File: config.mk
export PLATFORM = sky130hd
export DESIGN_NAME = stack_monitor
export DESIGN_NICKNAME = d
export VERILOG_FILES = /design/src/rtl/stack_monitor.sv
export SDC_FILE = /design/constraint.sdc
export NUM_CORES = 1
export LEC_CHECK = 0
export CELL_PAD_IN_SITES_DETAIL_PLACEMENT = 0
export CELL_PAD_IN_SITES_GLOBAL_PLACEMENT = 1
export CORE_MARGIN = 5
export CORE_UTILIZATION = 41
export CTS_CLUSTER_SIZE = 40
export DETAILED_ROUTE_END_ITERATION = 8
export MAX_ROUTING_LAYER = met4
export PLACE_DENSITY_LB_ADDON = 0.1
export SLEW_MARGIN = 20
export SYNTH_ARGS = -nofsm -noshare
export SYNTH_HDL_FRONTEND = slang
export SYNTH_SLANG_ARGS = --single-unit
export TNS_END_PERCENT = 50
File: constraint.sdc
create_clock -name clk -period 6.28 [get_ports clk]
set_clock_uncertainty 0.1 [all_clocks]
set_input_delay 1.57 -clock clk [delete_from_list [all_inputs] [get_ports clk]]
set_output_delay 1.57 -clock clk [all_outputs]
set_load 0.05 [all_outputs]
File: src/rtl/stack_monitor.sv
// stack_monitor: tracks the live depth of an attached stack and reports high-water mark,
// depth warning, sticky overflow/underflow faults and a level interrupt.
module stack_monitor #(
  parameter int DEPTH = 18,
  parameter int WARN  = 16
) (
  input  logic       clk,
  input  logic       resetq,
  input  logic       valid,
  input  logic [1:0] delta,
  input  logic       clr,
  input  logic       irq_ack,
  output logic [7:0] depth,
  output logic [7:0] hwm,
  output logic       warn,
  output logic       ovf,
  output logic       unf,
  output logic       irq
);
  localparam logic [7:0] CAP      = 8'(DEPTH + 1);
  localparam logic [7:0] WARN_LVL = 8'(WARN);
  localparam logic [0:0] IDLE     = 1'b0;
  localparam logic [0:0] PEND     = 1'b1;
  logic       arm_q;
  logic [7:0] depth_q, depth_d, hwm_q, hwm_d;
  logic       warn_q, ovf_q, ovf_d, unf_q, unf_d;
  logic [0:0] state_q, state_d;
  logic       push, pop, ovf_set, unf_set;
  // arm_q holds off counting until one clean edge has passed after reset release
  assign push    = arm_q & valid & delta[0] & ~delta[1];
  assign pop     = arm_q & valid & delta[0] & delta[1];
  assign ovf_set = push & (depth_q == CAP);
  assign unf_set = pop & (depth_q == 8'd0);
  always_comb begin
    depth_d = (push && depth_q < CAP) ? depth_q + 8'd1 :
              (pop && depth_q != 8'd0) ? depth_q - 8'd1 : depth_q;
    hwm_d   = (clr || depth_d > hwm_q) ? depth_d : hwm_q;
    ovf_d   = ovf_set | (ovf_q & ~clr);
    unf_d   = unf_set | (unf_q & ~clr);
    state_d = (ovf_set || unf_set) ? PEND : (irq_ack ? IDLE : state_q);
  end
  always_ff @(posedge clk or negedge resetq) begin
    if (!resetq) begin
      arm_q   <= 1'b0;
      depth_q <= 8'd0;
      hwm_q   <= 8'd0;
      warn_q  <= 1'b0;
      ovf_q   <= 1'b0;
      unf_q   <= 1'b0;
      state_q <= IDLE;
    end else begin
      arm_q   <= 1'b1;
      depth_q <= depth_d;
      hwm_q   <= hwm_d;
      warn_q  <= depth_d >= WARN_LVL;
      ovf_q   <= ovf_d;
      unf_q   <= unf_d;
      state_q <= state_d;
    end
  end
  assign depth = depth_q;
  assign hwm   = hwm_q;
  assign warn  = warn_q;
  assign ovf   = ovf_q;
  assign unf   = unf_q;
  assign irq   = state_q == PEND;
endmodule
==> metrics.txt <==
cts hold-fix bufs=0; Worst Path Class, Setup=primary input to flop; largest family of logic cells by synthesized area=simple AND/OR/NAND/NOR gates; worst hold path type=flop to flop; f_max=0.212 GHz; CP arrival=4.81 ns; P per Cell Area=539 nW/um^2; die width=63.6 um; pin count of the biggest net entering global routing=22; number of flops mapped to enable cells by yosys=0; FFs w/ async S/R, synth=100%; FILL cells=260; area of the multi-input gates=592 um^2; first-pass GRT wire length=4090 um; vias in the first global route=887; met1 wire length=1080 um; clock-pin slew reported for the worst setup and hold paths after clock tree synthesis=0.12 ns; number of nets in the layout=159; row count=19; Hold Slack=0.430 ns; reg2reg start=depth[0]; worst-margin pin slew=0.930 ns; VDD IR max=0.309 mV; P_leak=0.000658 uW; Critical Path End Type=flop; Setup crit start kind=primary input; Via density=5.19; CTS Buf Count=3; crit share post-route=75.0%; DRT antenna net count=0; Die H=63.6 um; Core Box Area=2760 um^2; Setup-failing EPs final=0; hold path startpoint=irq; Tot GR Track Use=13.0%; max-cap violations=0; wire length on met2=1170 um; met3 WL=89 um; PortBufs=26; die area=4040 um^2; Placer Congestion=0.753; layout cells sized above 1=10.7%; CTS tree=yes; Simple-Gate Fraction of Synth Area=15.9%; outcome=finished, final reports clean; clock sink count=21; worst skew pair latency=0.30 ns; Slew HR=37.8%; area grow syn2layout=27.4%; minimum clock period=4.71 ns; IO Pins=27; mapped cell area=1180 um^2; Post-Synthesis Cells=111; Synth Area in Compound Gates=9.35%; Synth cell types=31; Post-synth top flop=dfrtp_1; drt total wl=2360 um; Clock Path Buffers=2; post-DR wirelength/cell=13.8 um; final hold vios=0; mux share of post-synthesis cell area=8.50%; register-to-register setup slack=2.68 ns; adder-cell share of the synthesized area=11.7%; DR pass1 iterations=3; Synth Area in XOR/XNOR=4.46%; syn nets=129; dpl hpwl=1870 um; Inserted Diodes=0; DRT iter0 DRCs=30; clock root buffer=clkbuf_4; Slew Limit Fails=0; CP Max Fanout=8; Crit path required time=6.38 ns; initial antenna violation count=0; Reg area=526 um^2; post-synthesis sequential area ratio=44.6%; post-CTS setup buffer count=0; deepest level of the CTS H-tree=1; Top Metal Used=met4; total grt overflow=0; crit path launch=delta[1]; post-route DRC violation count=0; setup TNS=0 ns; post_cts resized=0; post-synthesis register bit count=21; Initial Util=42.7%; Vias=888; Synthesis Warnings=0; Avg Cell Area, Syn=10.6 um^2; setup repair after global routing missed its margin=no
[cell usage after synthesis (2+ instances only)]
library cell | number | share of area, %
dfrtp_1 | 21 | 45
inv_1 | 15 | 4.8
ha_1 | 11 | 12
mux2_2 | 8 | 7.7
nor2_1 | 6 | 1.9
xnor2_1 | 6 | 4.5
a21oi_1 | 5 | 2.1
nand3_1 | 5 | 2.1
nand4_1 | 3 | 1.6
o21ai_0 | 3 | 1.3
a21o_1 | 2 | 1.3
a22oi_1 | 2 | 1.3
nand2_1 | 2 | 0.64
nand3b_1 | 2 | 1.3
nor3_1 | 2 | 0.85
nor4_1 | 2 | 1.1
o31a_1 | 2 | 1.5
[per-layer routing]
layer	up-vias	global-route usage, %
met1	426	14.9
li1	447	-
met3	2	3.02
met5	-	-
met2	13	21.4
met4	0	5.45
[registers in the layout, summed over array words and instances (netlist names)]
| register | count |
|---|---|
| depth | 8 |
| hwm | 8 |
| arm_q | 1 |
| irq | 1 |
| ovf | 1 |
| unf | 1 |
| warn | 1 |
[path summary, 6_finish.rpt]
kind                            depth (start not counted)       end
worst max-delay path                                   10    hwm[2]
worst min-delay path                                    2       irq
max in group asynchronous                               1  depth[4]
min in group asynchronous                               1    hwm[4]
worst min register to register                          2       irq
worst max register to register                         12    hwm[2]
[cell usage in the layout, fill, tap and decap left out, types with 3 or more instances in the layout]
cell / n
clkdlybuf4s50_1: 26
dfrtp_1: 21
inv_1: 15
ha_1: 11
mux2_2: 8
nor2_1: 6
xnor2_1: 6
a21oi_1: 5
nand3_1: 5
nand4_1: 3
o21ai_0: 3
clkbuf_4: 3
[worst max-delay path, stage by stage]
cell,delay (ns)
clkdlybuf4s50_1,0.53
nand4_1,0.17
or3b_1,0.43
a221o_1,0.43
ha_1,0.30
nand4_1,0.10
nor2_1,0.15
nor2_1,0.07
a211oi_2,0.63
mux2_2,0.42
[through the flow]
step / std cells / utilization (%) / setup slack [ns] / instance area (um^2) / power, uW
global placement: 167 / 53.4 / 1.31 / 1470 / 750
floorplan: 111 / - / 2.16 / 1180 / 603
detailed placement: 167 / 53.4 / 1.27 / 1470 / 751
finish: 171 / 54.4 / 1.57 / 1500 / 808
CTS: 171 / 54.4 / 1.58 / 1500 / 818
global route: 171 / 54.4 / 1.34 / 1500 / 877
[cell families after synthesis]
family	after synthesis
other	1
flip-flops	21
multiplexers	9
AO/OA/AOI/OAI	16
buffers and inverters	16
adder cells (fa/ha/maj)	11
AND/OR/NAND/NOR	31
XOR/XNOR	6
[layout make-up]
| type | instances | share of cell area, % |
|---|---|---|
| timing repair buffer | 26 | 17.3 |
| tap | 31 | 2.59 |
| clock inverter | 1 | 0.334 |
| multi-input combinational | 74 | 39.4 |
| clock buffer | 3 | 1.50 |
| sequential | 21 | 35.0 |
| inverter | 15 | 3.75 |
[report_power, final]
part	internal [uW]	total (uW)	switching, uW
combinational	204	511	307
clock	23.7	63.3	39.6
sequential	179	234	54.3
No activity file was read; power rests on OpenSTA's default activity.
